$ cat src/rtl/ram_bus_arbiter.sv
// Round-robin arbiter sharing one RAM port among the icache/dcache of two CPUs.
// Optional watchdog on stuck transfers is compiled in with `define ARB_TIMEOUT_EN.
module ram_bus_arbiter #(
  parameter int CPUS           = 2,
  parameter int WORD_W         = 32,
  parameter int TIMEOUT_CYCLES = 64
) (
  input  logic                         CLK,
  input  logic                         RST,
  input  logic [CPUS-1:0]              iREN,
  input  logic [CPUS-1:0]              dREN,
  input  logic [CPUS-1:0]              dWEN,
  input  logic [CPUS-1:0][WORD_W-1:0]  iaddr,
  input  logic [CPUS-1:0][WORD_W-1:0]  daddr,
  input  logic [CPUS-1:0][WORD_W-1:0]  dstore,
  output logic [CPUS-1:0]              iwait,
  output logic [CPUS-1:0]              dwait,
  output logic [CPUS-1:0][WORD_W-1:0]  iload,
  output logic [CPUS-1:0][WORD_W-1:0]  dload,
  input  logic [1:0]                   ramstate,
  input  logic [WORD_W-1:0]            ramload,
  output logic                         ramREN,
  output logic                         ramWEN,
  output logic [WORD_W-1:0]            ramaddr,
  output logic [WORD_W-1:0]            ramstore,
  output logic                         owner_cpu,
  output logic                         busy,
  output logic                         bus_err,
  output logic                         dbg_state
);

  // Handshake: a cache raises its request with stable address/data and holds it
  // until it sees its wait low; that single cycle transfers the word (iload/dload
  // valid only then). Dropping a request before that cancels it without an ack.

  typedef enum logic {
    IDLE  = 1'b0,
    GRANT = 1'b1
  } state_t;

  localparam logic [1:0] RS_ACCESS = 2'd2;
  localparam logic [1:0] RS_ERROR  = 2'd3;

  state_t          state, state_nxt;
  logic            rr_ptr, rr_nxt;
  logic            own_cpu, own_cpu_nxt;
  logic            own_d, own_d_nxt;
  logic            own_w, own_w_nxt;

  logic [CPUS-1:0] dreq, ireq, anyreq;
  logic            pick_cpu;
  logic            req_live;
  logic            st_access, st_error;
  logic            timeout_hit;

  assign dreq      = dREN | dWEN;
  assign ireq      = iREN;
  assign anyreq    = dreq | ireq;
  assign pick_cpu  = anyreq[rr_ptr] ? rr_ptr : ~rr_ptr;
  assign req_live  = own_d ? dreq[own_cpu] : ireq[own_cpu];
  assign st_access = (ramstate == RS_ACCESS);
  assign st_error  = (ramstate == RS_ERROR);

`ifdef ARB_TIMEOUT_EN
  localparam int CNT_W = $clog2(TIMEOUT_CYCLES + 1);
  logic [CNT_W-1:0] to_cnt;

  // Counts GRANT cycles that ended without ACCESS; idle time keeps it cleared.
  always_ff @(posedge CLK) begin
    if (RST || state != GRANT) begin
      to_cnt <= '0;
    end else if (!st_access) begin
      to_cnt <= to_cnt + CNT_W'(1);
    end
  end

  assign timeout_hit = (state == GRANT) && !st_access &&
                       (to_cnt == CNT_W'(TIMEOUT_CYCLES - 1));
`else
  // Watchdog compiled out; the limit never matches so GRANT waits indefinitely.
  assign timeout_hit = (TIMEOUT_CYCLES < 0);
`endif

  always_ff @(posedge CLK) begin
    if (RST) begin
      state   <= IDLE;
      rr_ptr  <= 1'b0;
      own_cpu <= 1'b0;
      own_d   <= 1'b0;
      own_w   <= 1'b0;
    end else begin
      state   <= state_nxt;
      rr_ptr  <= rr_nxt;
      own_cpu <= own_cpu_nxt;
      own_d   <= own_d_nxt;
      own_w   <= own_w_nxt;
    end
  end

  always_comb begin
    state_nxt   = state;
    rr_nxt      = rr_ptr;
    own_cpu_nxt = own_cpu;
    own_d_nxt   = own_d;
    own_w_nxt   = own_w;
    iwait       = '1;
    dwait       = '1;
    iload       = '0;
    dload       = '0;
    ramREN      = 1'b0;
    ramWEN      = 1'b0;
    ramaddr     = '0;
    ramstore    = '0;
    bus_err     = 1'b0;

    case (state)
      IDLE: begin
        if (|anyreq) begin
          own_cpu_nxt = pick_cpu;
          own_d_nxt   = dreq[pick_cpu];
          own_w_nxt   = dWEN[pick_cpu];
          state_nxt   = GRANT;
        end
      end

      GRANT: begin
        ramaddr  = own_d ? daddr[own_cpu] : iaddr[own_cpu];
        ramstore = own_d ? dstore[own_cpu] : '0;
        if (!req_live) begin
          // Cancelled by the owner: release the bus, keep the turn order.
          state_nxt = IDLE;
        end else begin
          ramWEN = own_w;
          ramREN = ~own_w;
          if (st_access) begin
            if (own_d) begin
              dwait[own_cpu] = 1'b0;
              dload[own_cpu] = ramload;
            end else begin
              iwait[own_cpu] = 1'b0;
              iload[own_cpu] = ramload;
            end
            state_nxt = IDLE;
            rr_nxt    = ~own_cpu;
          end else if (st_error || timeout_hit) begin
            bus_err   = 1'b1;
            state_nxt = IDLE;
            rr_nxt    = ~own_cpu;
          end
        end
      end

      default: state_nxt = IDLE;
    endcase
  end

  assign owner_cpu = own_cpu;
  assign busy      = (state == GRANT);
  assign dbg_state = state;

endmodule

$ cat config.mk
export PLATFORM = sky130hd
export DESIGN_NAME = ram_bus_arbiter
export DESIGN_NICKNAME = d
export VERILOG_FILES = /design/src/rtl/ram_bus_arbiter.sv
export SDC_FILE = /design/constraint.sdc
export NUM_CORES = 1
export LEC_CHECK = 0
export BUFFER_PORTS_ARGS = -buffer_cell sky130_fd_sc_hd__buf_2
export CORE_AREA = 2 2 168 170
export CTS_CLUSTER_DIAMETER = 60
export DETAILED_ROUTE_END_ITERATION = 6
export DIE_AREA = 0 0 170 172
export SETUP_SLACK_MARGIN = 0.15
export SLEW_MARGIN = 20
export SYNTH_ARGS = -nofsm -noshare
export SYNTH_HDL_FRONTEND = slang
export SYNTH_SLANG_ARGS = --single-unit
$ cat constraint.sdc
create_clock -name CLK -period 5.17 [get_ports CLK]
set_input_delay 1.034 -clock CLK [delete_from_list [all_inputs] [get_ports CLK]]
set_output_delay 1.034 -clock CLK [all_outputs]
set_load 0.005 [all_outputs]
Word-level counts from Yosys, hierarchy flattened --
Index checks and enable logic that the tools add are counted.
Storage, ports and cells: logic and storage cells 81, input port bits 234, output and inout bits 202, bits in registers 5
Cells by class: equality and inequality tests 2, bitwise logic cells 8, magnitude comparators 4, reduce and logical (&&, ||, !) cells 5, muxes and demuxes 57
Operators with widths (number):
- two-way mux 64 bit | 8
- two-way mux 32 bit | 11
- AND 64 bit | 1
- demux 32 bit (select 1 bit) | 1
- two-way mux 1 bit | 27
- two-way mux 2 bit | 8
- < comparator 1 x 2 -> 1 bit (second input constant) | 3
- equality test 2 bit (second input constant) | 2
- inverter 1 bit | 4
- OR 2 bit | 2
- AND reduction 3 bit | 1
- inverter 2 bit | 1
- case mux 1 bit (2 select lines) | 1
- AND reduction 2 bit | 1
- nonzero test 2 bit | 1
- OR reduction 2 bit | 1
- demux 1 bit (select 1 bit) | 1
- greater-or-equal comparator 1 bit (second input constant) | 1
- logical AND 1 bit | 1

Longest topological paths before layout --
Gate-level depths: netlist (run 1).
depth in word-level cells 9, mapped depth 7

Least setup slack after synthesis (run 1) --
Ideal clock, no wire load.
path type input-to-output, start point input port ramstate[0], end point output port iload[23] (netlist name), path buffers 1, stages 4, data arrival time 2008 ps, path slack 2128 ps, cell sequence nand2b_2 nor3_1 clkbuf_1 and2_1
RTL lines:
- start, declared | RTL line 20 | input logic [1:0] ramstate,
- end, declared | RTL line 18 | output logic [CPUS-1:0][WORD_W-1:0] iload,

==> metrics, run 1 <==
status=complete, no violations; Least-Margin Pin Slew=670.7 ps; Final Hold Fails=0; H-tree depth=1; placed cell area=5090 sq um; Final Max Tran Viols=0; average wire per standard cell=13.02 um; Fill cells=3100; Synth Register Bits=5; final instance area=5195 sq um; register area share after synthesis=3.895%; die height=172 um; Final Net Count=963; vias=4016; Routed Antenna Nets=0; delay-heaviest family, CP=simple AND/OR/NAND/NOR gates; Clk Latency, worst-skew pair=230 ps; combinational share of power=65.1%; Setup Total Neg Slack=0 ps; Die Wd=170 um; largest net degree at the start of global routing=41; syn nets=547; Worst Hold Class=flip-flop to flip-flop; gp weighted congestion=0.7798; area leader, netlist=and2_1; worst endpoint required time=4140 ps; CTS tree=done; yosys warns=0; Antenna diodes=0; RSZ-0062 raised after global routing=no; fin crit share=64.63%; pwr/cell area=96.68 nW/um^2; Yosys top cell area share=39.19%; DP Wirelength=11860 um; crit path DAT=2310 ps; Post-CTS Hold Buffers=0; initial core utilization=9.353%; Initial DRT Pass Iterations=4; first-pass GRT wire length=18830 um; met2 WL=7633 um; Root Driver=clkbuf_16; Port Buffers=435; I/O pin cnt=436; sw power=0.1721 mW; Synth-to-Final Area Change=102.1%; met1 wire length=5279 um; sw frac=34.27%; Iter 0 DRT Violations=150; Slew headroom=55.29%; GRT Total Usage=8.127%; DR top layer=met4; final WL=13980 um; initial antenna violation count=0; minimum clock period after layout=3341 ps; # setup viols final=0; share of cells above drive strength 1=67.03%; Gate Count Post-Synth=313; Cell Rows=61; number of gates resized after CTS=0; Clock transition at path regs=30 ps; critical-path cell list=buf_2, nand2b_2, nor3b_4, buf_8, and2_1, buf_2; Clock Sinks=5; Critical Setup Path Class=input pin to output pin; Clock power frac=25.6%; P_int=0.3301 mW; Via-to-Cell Ratio=3.739; die area=29240 sq um; Cell Area, Synth=2570 sq um; Sequential Power Share=9.3%; Mapped Avg Cell Area=8.211 sq um; total power=0.5022 mW; maximum VDD drop=100.1 uV; clk buf depth=2; Post-route DRC=0; Max Cap Viol=0; Inserted Clock Buffers=3; grt total ovfl=0; slowest CP cell=nor3b_4; Max Clk Rate=299.3 MHz; core area=27480 sq um; buffers inserted during post-CTS setup optimization=0; largest cells by area after synthesis=and2_1 (39%), mux4_2 (28%), a22o_1 (11%); Crit path top cell by count=buf_2; number of buffers and inverters on the critical path=3; clock skew=0.9986 ps; met3 WL=988 um; Pleak=2.978 nW; Final Core Density=18.91%; non-filler instance count after layout=1074; crit end category=output pin; Startpoint Class=input pin; CP max stage delay=420 ps; Distinct cells, synth=30; CP max FO=26; Cells after DPL=1068; vias in the first global route=3500
==> path summary, 6_finish.rpt <==
kind | from | endpoint | slack (ps) | depth (start not counted)
setup / recovery | ramstate[0] | dload[12] | 1830 | 6
setup reg to reg | own_d$_SDFFE_PP0P_ | busy$_SDFF_PP0_ | 3370 | 5
hold reg to reg | own_w$_SDFFE_PP0P_ | own_w$_SDFFE_PP0P_ | 530 | 2
hold / removal | own_w$_SDFFE_PP0P_ | own_w$_SDFFE_PP0P_ | 530 | 2
==> worst min-delay path, stage by stage (launching register included) <==
cell and delay [ps]:
dfxtp_1 310, nor2_1 100, a2111oi_0 60
==> power groups by stage <==
stage	combinational (mW)	sequential, mW	clock [mW]
final	0.327	0.0467	0.128
after global placement	0.323	0.0469	0
after CTS	0.330	0.0467	0.130
after floorplan	0.156	0.0467	0
after global routing	0.359	0.0475	0.131
after detailed placement	0.329	0.0470	0
==> cell usage after synthesis <==
cell type	number
buf_2	8
nor4b_1	1
inv_1	5
a2111oi_0	1
nor3b_4	1
a21oi_1	3
nand2b_1	1
o31ai_1	1
buf_6	1
clkbuf_1	16
buf_4	2
nor3_1	3
mux4_2	32
nand2_1	4
nor4_4	1
a2111oi_2	1
dfxtp_1	5
nor3b_2	1
nand2b_2	1
nor2b_2	1
clkbuf_2	6
and3_1	1
a211oi_1	3
o21ai_0	4
nor2_1	13
and2_1	161
o32ai_1	1
nor2b_1	1
a31oi_1	2
a22o_1	32
==> placed cells by master (no fill, tap or decap), types with 4 or more instances in the layout <==
cell	n
mux4_2	32
buf_2	435
and2_1	161
inv_1	5
buf_4	7
a22o_1	32
o21ai_0	4
nor2_1	13
nand2_1	4
==> sequential cells by signal, summed over array words and instances, names as in the netlist <==
name       count
own_w          1
owner_cpu      1
busy           1
rr_ptr         1
own_d          1
==> cells by family (layout without fill, tap and decap cells) <==
group	count (synthesis)	count (layout)	synth area share (%)
AOI/OAI and AO/OA	48	48	15.19
buffers and inverters	38	453	6.816
DFF	5	5	3.895
muxes	32	32	28.04
and+or+nand+nor	190	190	46.06
==> per-layer routing <==
layer,track usage [%],vias up
met5,0,-
li1,-,1935
met4,1.375,0
met3,0.8011,7
met1,9.203,1845
met2,16.49,229
==> cell type report <==
type                            count  area [sq um]  area share (%)
Multi-Input combinational cell    270          2306           44.39
Timing Repair Buffer              444          2256           43.42
Tap cell                          346         432.9           8.333
Clock buffer                        4         78.83           1.517
Sequential cell                     5         102.6           1.975
Inverter                            5         18.77          0.3613
==> through the flow <==
step / setup WS (ps) / hold slack, ps
2_1_floorplan: 2128 / 485.3
3_3_place_gp: 1456 / 534.1
3_5_place_dp: 1428 / 528.0
4_1_cts: 1428 / 538.3
5_1_grt: 1705 / 595.9
6_report: 1829 / 528.8
Note: power is estimated with default switching activity, not from simulation.
==> run 2: changes to the inputs <==
- CORE_AREA: 2 2 168 170 -> 2 2 171 173
- DIE_AREA: 0 0 170 172 -> 0 0 173 175
- clock period: 5.17 -> 3.2 ns (I/O delays scaled with it)
==> run 2 against run 1 <==
  * Power is 63% higher
  * Final cell count is 3.5% higher
  * Largest cell class unchanged
  * Largest power group unchanged
  * Critical path depth stayed put
  * Die area is 3.5% higher
==> metrics, run 2 (same netlist as run 1, synthesis figures left out) <==
status=complete, no violations; Startpoint Class=input pin; share of cells above drive strength 1=67.03%; final hold slack=522.3 ps; Worst Hold Class=flip-flop to flip-flop; Iter 0 DRT Violations=134; Via-to-Cell Ratio=3.660; DP Wirelength=12770 um; Clk Latency, worst-skew pair=230 ps; GRT Total Usage=8.729%; non-filler instance count after layout=1112; Inserted Clock Buffers=3; Synth-to-Final Area Change=104.0%; critical-path cell list=buf_2, nor2_1, a211oi_1, nor2_1, nor2_1, buf_2; CTS tree=done; Post-CTS Hold Buffers=0; Fill cells=3219; slowest CP cell=nor2_1; pwr/cell area=156.0 nW/um^2; clk buf depth=2; Setup Total Neg Slack=0 ps; Final Max Tran Viols=0; Crit path top cell by count=nor2_1; buffers inserted during post-CTS setup optimization=0; Pleak=2.978 nW; Routed Antenna Nets=0; crit end category=output pin; grt total ovfl=0; fin crit share=82.97%; Cell Rows=62; Max Clk Rate=376.7 MHz; clock skew=0.9540 ps; Final Hold Fails=0; initial core utilization=9.052%; highest-count cells in the layout ignoring fill and taps=buf_2 (435), and2_1 (161), a22o_1 (32), mux4_2 (32), nor2_1 (13); vias in the first global route=4040; minimum clock period after layout=2655 ps; largest net degree at the start of global routing=41; vias=4070; Port Buffers=435; most common cell after layout, fill and taps aside=buf_2; Clock Sinks=5; Root Driver=clkbuf_16; CP max stage delay=420 ps; gp weighted congestion=0.7912; Cells after DPL=1108; crit path DAT=2010 ps; die height=175 um; multi-input logic area=2306 sq um; final WL=14690 um; Slew headroom=67.37%; H-tree depth=1; first-pass GRT wire length=21110 um; die area=30280 sq um; total power=0.8182 mW; number of gates resized after CTS=0; I/O pin cnt=436; maximum VDD drop=130.0 uV; Post-route DRC=0; Clock transition at path regs=30 ps; Max Cap Viol=0; core area=28390 sq um; Antenna diodes=0; Final Net Count=963; worst endpoint required time=2560 ps; # setup viols final=0; Critical Setup Path Class=input pin to output pin; Die Wd=173 um; initial antenna violation count=1; average wire per standard cell=13.21 um; placed cell area=5165 sq um; CP max FO=6; Least-Margin Pin Slew=487.7 ps; Reg area=102.6 sq um; Initial DRT Pass Iterations=4; RSZ-0062 raised after global routing=no; final instance area=5244 sq um
run 2: cell counts in the layout (fill, tap and decap cells not counted):
No cell type changed its count.
run 2: report_power, final:
part | switching (mW) | internal (mW) | total [mW]
clock | 0.0430 | 0.165 | 0.208
combinational | 0.231 | 0.300 | 0.531
sequential | 0.00898 | 0.0697 | 0.0787
total | 0.283 | 0.535 | 0.818
run 2: area by class of cell:
| class | instances | area share, % |
|---|---|---|
| Clock buffer | 4 | 1.503 |
| Inverter | 5 | 0.3579 |
| Multi-Input combinational cell | 270 | 43.98 |
| Sequential cell | 5 | 1.957 |
| Tap cell | 384 | 9.162 |
| Timing Repair Buffer | 444 | 43.04 |
run 2: per-layer routing:
metal | global-route usage, % | wire length, um | share of wire, %
met1 | 9.079 | 5263 | 36
met2 | 17.95 | 7926 | 54
met3 | 0.9138 | 1136 | 7.7
met4 | 2.860 | 366 | 2.5
met5 | 0 | 0 | 0
run 2: worst max-delay path: cells and delay by family:
family          cells  cell delay [ps]
buf+inv             2              290
compound gates      1              170
simple gates        3              910
run 2: stage by stage:
stage	worst slack (ps)	utilization (%)
3_5_place_dp	553.1	18.19
3_3_place_gp	549.4	18.19
4_1_cts	555.9	18.47
6_report	545.1	18.47
5_1_grt	426.8	18.47
2_1_floorplan	946.2	-
run 2: final timing paths:
| kind | startpoint | endpoint | slack (ps) | cells past startpoint |
|---|---|---|---|---|
| setup / recovery | dWEN[1] | bus_err | 550 | 6 |
| setup reg to reg | busy$_SDFF_PP0_ | busy$_SDFF_PP0_ | 1530 | 5 |
| hold / removal | own_w$_SDFFE_PP0P_ | own_w$_SDFFE_PP0P_ | 520 | 2 |
| hold reg to reg | own_w$_SDFFE_PP0P_ | own_w$_SDFFE_PP0P_ | 520 | 2 |
==> run 3: changes to the inputs <==
- ABC_AREA: not set -> 1
- clock period: 3.2 -> 2.7 ns (I/O delays scaled with it)
==> run 3 against run 2 <==
  * Core utilization fell by 0.60 points
  * Design area is 3.3% lower
  * Global-route usage is 0.10 points higher
  * Final cell count up 14%
  * Synthesized cell count grew 48%
  * Critical endpoint is now ramaddr[14]
==> metrics, run 3 <==
Cell Rows=62; Final Max Tran Viols=0; Clock transition at path regs=30 ps; Synth Flop Type=dfxtp_1; Clock Sinks=5; average wire per standard cell=11.63 um; Final Net Count=1114; Worst Hold Class=input pin to flip-flop; Synth Area in Adders=0%; Routed Antenna Nets=0; initial core utilization=8.153%; Final Hold Fails=0; Iter 0 DRT Violations=214; Post-CTS Hold Buffers=0; grt total ovfl=0; asr flop ratio synth=0%; pwr/cell area=197.9 nW/um^2; H-tree depth=1; status=complete, no violations; count leader, synth=nor2_1; crit path DAT=1860 ps; simple-gate share of the synthesized area=49.84%; worst endpoint required time=2160 ps; dpl ws=355.4 ps; area leader, netlist=nor2_1; highest-count cells in the layout ignoring fill and taps=buf_2 (435), nor2_1 (142), nand2_1 (85), inv_1 (46), a21oi_1 (35); minimum clock period after layout=2402 ps; Pleak=3.219 nW; largest cells by area after synthesis=nor2_1 (23%), nand2_1 (14%), a22o_1 (12%); register area share after synthesis=4.324%; Clk Latency, worst-skew pair=230 ps; fin crit share=88.97%; Startpoint Class=flip-flop; Final Core Density=17.87%; clock skew=1.926 ps; final instance area=5072 sq um; yosys warns=0; CP max FO=32; gp weighted congestion=0.8254; Synth Area in XOR/XNOR=0%; die area=30280 sq um; Initial DRT Pass Iterations=5; Post-route DRC=0; vias in the first global route=4396; # setup viols final=0; Synth Register Bits=5; Synth Area in Compound Gates=30.70%; die height=175 um; mux cell area share after synthesis=0%; synth cell count leaders=nor2_1 (143), nand2_1 (85), inv_1 (46), a21oi_1 (35); Gate Count Post-Synth=463; EDFF count, synth=0; Distinct cells, synth=19; first-pass GRT wire length=22180 um; Fill cells=3276; RSZ-0062 raised after global routing=no; Least-Margin Pin Slew=404.0 ps; Setup Total Neg Slack=0 ps; vias=4673; Synth-to-Final Area Change=119.1%; DP Wirelength=12460 um; crit end category=output pin; maximum VDD drop=137.5 uV; core area=28390 sq um; Max Clk Rate=416.3 MHz; GRT Total Usage=8.833%; Die Wd=173 um; Root Driver=clkbuf_16; Critical Setup Path Class=flip-flop to output pin; CTS tree=done; Antenna diodes=0; Mapped Avg Cell Area=4.999 sq um; combinational family with the most area after synthesis=simple AND/OR/NAND/NOR gates; Port Buffers=435; Via-to-Cell Ratio=3.700; Max Cap Viol=0; Yosys top cell area share=23.19%; most common cell after layout, fill and taps aside=buf_2; fin worst setup slack=297.9 ps; clk buf depth=2; I/O pin cnt=436; final WL=14700 um; placed cell area=4992 sq um; Slew headroom=73.06%; Inserted Clock Buffers=3; Cell Area, Synth=2315 sq um; initial antenna violation count=0; largest net degree at the start of global routing=34; syn nets=697; share of cells above drive strength 1=52.56%; R2R Setup Slk=1390 ps
[run 3: changes by cell type in the layout (fill, tap and decap cells not counted), moves of 4 or more]
cell     previous run  this run
and2_1            161        32
nor2_1             13       142
nand2_1             4        85
inv_1               5        46
a21oi_1             3        35
a22oi_1             0        32
mux4_2             32         0
buf_12              1         7
nand3_1             0         4
[run 3: metal layers]
metal,GRT usage [%],wire length (um),share of wire (%)
met3,1.610,1528,10
met4,1.907,219,1.5
met1,10.66,5862,40
met2,16.23,7083,48
met5,0,0,0
[run 3: stage by stage]
stage / std cells / power [mW] / hold slack, ps
after CTS: 1263 / 1.013 / 478.0
after detailed placement: 1259 / 0.7615 / 548.3
final: 1263 / 1.004 / 473.4
after floorplan: 463 / 0.3995 / 496.3
after global placement: 1259 / 0.7513 / 541.7
after global routing: 1263 / 1.094 / 493.8
[run 3: kinds of logic (layout without fill, tap and decap cells)]
family,count (synthesis),in the layout
flip-flops,5,5
AND/OR/NAND/NOR,272,272
buffers and inverters,84,500
AO/OA/AOI/OAI,102,102
[run 3: timing repair]
action | in CTS | in global routing
buffers inserted | 0 | 0
resized for setup | 0 | 1
endpoints found under the setup margin | 0 | 108
[run 3: area by class of cell]
cell class              count  area, sq um  share of cell area (%)
repair buffers            447         2355                   46.42
clock buffers               4        78.83                   1.554
well taps                 384        480.5                   9.472
flip-flops and latches      5        101.3                   1.998
multi-input cells         374         1873                   36.93
inverters                  49        183.9                   3.626
[run 3: power by group]
part / switching (mW) / internal, mW
Combinational: 0.354 / 0.315
Clock: 0.0478 / 0.196
Sequential: 0.00933 / 0.0824
[run 3: worst paths after layout]
check | start | end | depth (start not counted)
min reg2reg | own_d$_SDFFE_PP0P_ | own_d$_SDFFE_PP0P_ | 2
min | RST | owner_cpu$_SDFFE_PP0P_ | 2
max | owner_cpu$_SDFFE_PP0P_ | ramaddr[14] | 6
max reg2reg | busy$_SDFF_PP0_ | owner_cpu$_SDFFE_PP0P_ | 5
[run 3: critical path, cell delays in order, from the launching register on]
cell and delay, ps:
dfxtp_2 450, nand2_1 150, inv_2 80, buf_4 340, a22oi_1 160, a21oi_1 270, buf_2 170
